<file path="src/rtl/gray_counter_ud.sv">
// Up/down Gray-code counter with a binary state register, wrap/saturate terminal behaviour and terminal-count flag.
// Optional Gray-sequence checker driving err is compiled in only when GRAY_COUNTER_UD_CHK_EN is defined.
module gray_counter_ud #(
  parameter int DATA_WIDTH = 4,
  parameter bit WRAP       = 1'b1
) (
  input  logic                  clk,
  input  logic                  reset,
  input  logic                  en,
  input  logic                  up,
  input  logic                  load,
  input  logic [DATA_WIDTH-1:0] load_bin,
  output logic [DATA_WIDTH-1:0] out,
  output logic [DATA_WIDTH-1:0] bin,
  output logic                  tc,
  output logic                  err
);

  localparam logic [DATA_WIDTH-1:0] ALL_ONES = '1;
  localparam logic [DATA_WIDTH-1:0] ZERO     = '0;
  localparam logic [DATA_WIDTH-1:0] ONE      = DATA_WIDTH'(1);

  logic [DATA_WIDTH-1:0] bin_q, bin_d;
  logic [DATA_WIDTH-1:0] out_q, out_d;
  logic                  at_top;
  logic                  at_bottom;
  logic                  tc_int;

  always_comb begin
    at_top    = (bin_q == ALL_ONES);
    at_bottom = (bin_q == ZERO);
    tc_int    = ~reset & en & ~load & ((up & at_top) | (~up & at_bottom));
  end

  // Binary modular arithmetic wraps on its own; saturation only needs to block the terminal step.
  always_comb begin
    bin_d = bin_q;
    if (load) begin
      bin_d = load_bin;
    end else if (en) begin
      if (tc_int && !WRAP) begin
        bin_d = bin_q;
      end else if (up) begin
        bin_d = bin_q + ONE;
      end else begin
        bin_d = bin_q - ONE;
      end
    end
    out_d = bin_d ^ (bin_d >> 1);
  end

  always_ff @(posedge clk) begin
    if (reset) begin
      bin_q <= ZERO;
      out_q <= ZERO;
    end else begin
      bin_q <= bin_d;
      out_q <= out_d;
    end
  end

  assign out = out_q;
  assign bin = bin_q;
  assign tc  = tc_int;

`ifdef GRAY_COUNTER_UD_CHK_EN
  logic [DATA_WIDTH-1:0] prev_out_q;
  logic [DATA_WIDTH-1:0] diff;
  logic                  exempt_q;
  logic                  multi_bit;
  logic                  err_q, err_d;

  // exempt_q marks an out_q value produced by load or reset, whose jump from the previous value is legal.
  always_comb begin
    diff      = out_q ^ prev_out_q;
    multi_bit = ((diff & (diff - ONE)) != ZERO);
    err_d     = err_q | (multi_bit & ~exempt_q);
  end

  always_ff @(posedge clk) begin
    if (reset) begin
      prev_out_q <= ZERO;
      exempt_q   <= 1'b1;
      err_q      <= 1'b0;
    end else begin
      prev_out_q <= out_q;
      exempt_q   <= load;
      err_q      <= err_d;
    end
  end

  assign err = err_q;
`else
  assign err = 1'b0;
`endif

endmodule
</file>
<file path="config.mk">
export PLATFORM = sky130hd
export DESIGN_NAME = gray_counter_ud
export DESIGN_NICKNAME = d
export VERILOG_FILES = /design/src/rtl/gray_counter_ud.sv
export SDC_FILE = /design/constraint.sdc
export NUM_CORES = 1
export LEC_CHECK = 0
export CAP_MARGIN = 15
export CORE_AREA = 3 3 40 42
export DETAILED_ROUTE_END_ITERATION = 8
export DIE_AREA = 0 0 43 45
export GPL_ROUTABILITY_DRIVEN = 1
export PLACE_DENSITY = 0.66
export SLEW_MARGIN = 20
export SYNTH_ARGS = -nofsm -noshare
export SYNTH_HDL_FRONTEND = slang
export SYNTH_SLANG_ARGS = --single-unit
</file>
<file path="constraint.sdc">
create_clock -name clk -period 2.5 [get_ports clk]
set_clock_uncertainty 0.2 [all_clocks]
set_input_delay 0.5 -clock clk [delete_from_list [all_inputs] [get_ports clk]]
set_output_delay 0.5 -clock clk [all_outputs]
set_load 0.03 [all_outputs]
</file>
# [Word-level counts from Yosys, hierarchy flattened]
# Index checks and enable logic that the tools add are counted.
[word_totals] out_inout_bits=10 ramBits=0 latch_bits=0 register_bits=8 mem_count=0 inputBits=9 mem_bits_ro=0
[classes] add_sub_neg=2 n_mux=3 bitwise_logic=10 magnitude_cmp=0 eq_ne=1 n_mul=0 div_mod_pow=0 n_shift=0 reduce_logical=1
[ops] op="4-bit 2-to-1 mux" count=3
[ops] op="1-bit bitwise AND" count=5
[ops] op="4-bit by 1-bit adder with 4-bit output (second input constant)" count=1
[ops] op="4-bit equality test (second input constant)" count=1
[ops] op="4-bit zero test" count=1
[ops] op="4-bit by 1-bit subtractor with 4-bit output (second input constant)" count=1
[ops] op="4-bit by 3-bit bitwise XOR with 4-bit output" count=1
[ops] op="1-bit NOT" count=3
[ops] op="1-bit OR" count=1

# [Longest topological paths before layout]
[depth] ltp_word=5 mapped_depth=6

# [Least setup slack after synthesis]
# No wires, ideal clock.
[synth_path] path_type="register to output" start="reg bin_q[0] (netlist: bin[0])" end="out tc" arrival_time_ps=1915 setup_slack_ps=-115 path_stages_with_launch=5 path_buffers=0 cell_sequence="dfxtp_1 nand4_1 nor2_1 a21oi_1 nor4b_1"
[synth_between] elab_chain_len=4 elab_cells_between_ends=6
[synth_rtl] element="start, declared" line_no="23" text="logic [DATA_WIDTH-1:0] bin_q, bin_d;"
[synth_rtl] element="start signal, assigned" line_no="57" text="bin_q <= bin_d;"
[synth_rtl] element="4-bit equality test / 4-bit zero test (equally long branches)" line_no="30, 31"
[synth_rtl] element="1-bit bitwise AND" line_no="32" text="tc_int = ~reset & en & ~load & ((up & at_top) | (~up & at_bottom));"
[synth_rtl] element="1-bit OR (*)" line_no="32"
[synth_rtl] element="1-bit bitwise AND (*)" line_no="32"
[synth_rtl] element="end, declared" line_no="15" text="output logic tc,"
# Every way passes the cells marked *; elsewhere a longest branch is shown, timed or not.

# [Worst setup path in the final report]
# Ends and elaborated chain as after synthesis.

==> results_dict.tcl <==
set metrics [dict create \
    nets 90 \
    grt.overflow.total 0 \
    grt_max_degree 11 \
    final_antenna_net_count 0 \
    cts_tree "yes" \
    finalWeightedCongestion 0.730 \
    synth_compound_area_frac 0.157 \
    slew_violations 0 \
    synth_commonest_cells "dfxtp_1 (7), nor2_1 (6), a21oi_1 (3), buf_4 (3), mux2i_1 (3)" \
    ys_types 32 \
    yosysSeqAreaShare 0.292 \
    final-hold-violation-count 0 \
    grt_pass1_vias 457 \
    vias_per_cell 5.14 \
    pwr_density_cell_mw_per_mm2 534 \
    cp.required_ns 1.80 \
    crit_path_end "tc" \
    synth_warnings 0 \
    dieArea_mm2 0.00194 \
    wirelength_mm 1.16 \
    end_kind "primary output" \
    ys.flop_type "dfxtp_1" \
    wl_per_cell_um 12.6 \
    synth_edf_count 0 \
    io_pins 19 \
    grtUsageTotal 0.131 \
    synth_top_area_cell "dfxtp_1" \
    setup_viol 0 \
    drv_cap 0 \
    clkTransAtPathRegs_ns 0.05 \
    holdWs_ns 0.612 \
    drtIter0Drc 3 \
    tns_ns 0 \
    async_flop_share 0 \
    syn-num-nets 65 \
    yosysMostFrequentCell "dfxtp_1" \
    crit_type "register to primary output" \
    ff2ff_setup_slack_ns 0.46 \
    grt_setup_unrepaired "false" \
    hp-class "register to register" \
    cts_root_buf "clkbuf_4" \
    hpwl_um 930 \
    synth-xor-area-share 0.0548 \
    first_pass_iters 4 \
    reg2reg_to "out[1]" \
    die-height_um 45 \
    layout-drive-gt1-share 0.208 \
    crit_path_start "bin[0]" \
    fp.dieW_um 43 \
    max_freq_mhz 446 \
    ir_drop_uv 358 \
    area_growth_syn_to_layout_pct 52.0 \
    clk_latency_ns 0.25 \
    ys_seq_elements 7 \
    synth-simple-area-share 0.235 \
    netlist_instances 53 \
    cts_sinks 7 \
    grt_pass1_wl_mm 1.88 \
    antenna_found_initial 0 \
    leakage_nw 0.321 \
    worstReg2RegStart "bin[0]" \
    synth_top_family_by_area "simple AND/OR/NAND/NOR gates" \
    cts_buffer_depth 2 \
    avgSynthCellArea_um2 9.04 \
    status "finished clean" \
    antennaDiodeCount 0 \
    start_kind "register" \
    via_count 473 \
    fp-row-count 13 \
    rr_worst_depth 5 \
    muxShareOfSynthArea 0.0862 \
    synth.area.top_cells "dfxtp_1 (29%), mux2i_1 (6.3%), ha_1 (5.2%)" \
    core_area_mm2 0.00128 \
    portBuffers 17 \
    arrival_ns 1.54 \
    drc 0 \
    fin_crit_sh 0.897 \
    start_util 0.373 \
    synth_area_um2 479 \
    layout_min_cycle_time_ns 2.24 \
    critPathMaxFanout 7 \
    numCtsBuffers 3 \
    cts.htree.levels 1 \
    synthAdderAreaFrac 0.0940 \
    synth_top_area_share 0.292 \
    post_cts_buffers 0 \
]
==> through the flow <==
stage / util / instance area (um2) / setup slack [ns] / total power, W / cells
finish: 0.567 / 728 / 0.257 / 0.000389 / 92
global route: 0.567 / 728 / 0.105 / 0.000414 / 92
CTS: 0.563 / 723 / 0.0875 / 0.000394 / 92
detailed placement: 0.542 / 697 / -0.142 / 0.000289 / 88
global placement: 0.542 / 697 / -0.173 / 0.000287 / 88
floorplan: - / 485 / 0.289 / 0.000228 / 53
==> final cells by class <==
class                      instances  area [um2]
clock buffer                       4        26.3
fill                             117         557
inverter                           2        7.51
multi-input combinational         40         313
sequential                         7         140
tap                               15        18.8
timing repair buffer              24         223
==> worst max-delay path, stage by stage, from the launching register on <==
cell and delay (ns):
dfxtp_1 0.50, nand4_1 0.15, nor2_2 0.10, a21oi_1 0.05, nor4b_2 0.29, buf_4 0.20
==> kinds of logic (layout without fill, tap and decap cells) <==
kind of cell / Yosys count / count (layout)
flops: 7 / 7
buf+inv: 6 / 30
mux: 4 / 4
fa+ha+maj: 3 / 3
xor+xnor: 3 / 3
simple gates: 18 / 18
other cells: 1 / 1
compound gates: 11 / 11
==> metal layers <==
layer | up-vias | track usage | wire length [um]
met4 | 0 | 0.0361 | 0
met3 | 0 | 0.0637 | 89
met1 | 217 | 0.155 | 512
li1 | 240 | - | -
met5 | - | 0 | 0
met2 | 16 | 0.213 | 553
==> worst min-delay path by stage <==
stage,startpoint,to,slack (ns),cells past startpoint
after global routing,bin[3],bin[3],0.67,2
final,bin[3],bin[3],0.61,2
after detailed placement,bin[3],bin[3],0.61,2
after floorplan,reset,out[1],0.37,1
after CTS,bin[3],bin[3],0.62,2
after global placement,bin[0],bin[0],0.58,3
==> what timing repair did <==
item	4_1_cts	5_1_grt
hold buffers	0	0
setup endpoints to repair	0	2
resized for setup	0	3
==> power by group <==
group / switching, W / leakage [nW] / internal [W] / total (W)
clock network: 0.0000413 / 0.0150 / 0.0000609 / 0.000102
registers: 0.0000130 / 0.0582 / 0.000124 / 0.000137
logic: 0.0000746 / 0.248 / 0.0000747 / 0.000149
==> layout by cell type (no fill, tap or decap), types with 2 or more instances in the layout <==
| cell | count |
|---|---|
| clkdlybuf4s50_1 | 15 |
| buf_4 | 8 |
| dfxtp_1 | 7 |
| nor2_1 | 5 |
| a21oi_1 | 3 |
| mux2i_1 | 3 |
| clkbuf_4 | 3 |
| xnor2_1 | 2 |
| or3_1 | 2 |
| ha_1 | 2 |
==> registers in the layout, summed over array words and instances (netlist names) <==
| signal | count |
|---|---|
| bin | 4 |
| out | 3 |
No activity file was read; power rests on OpenSTA's default activity.
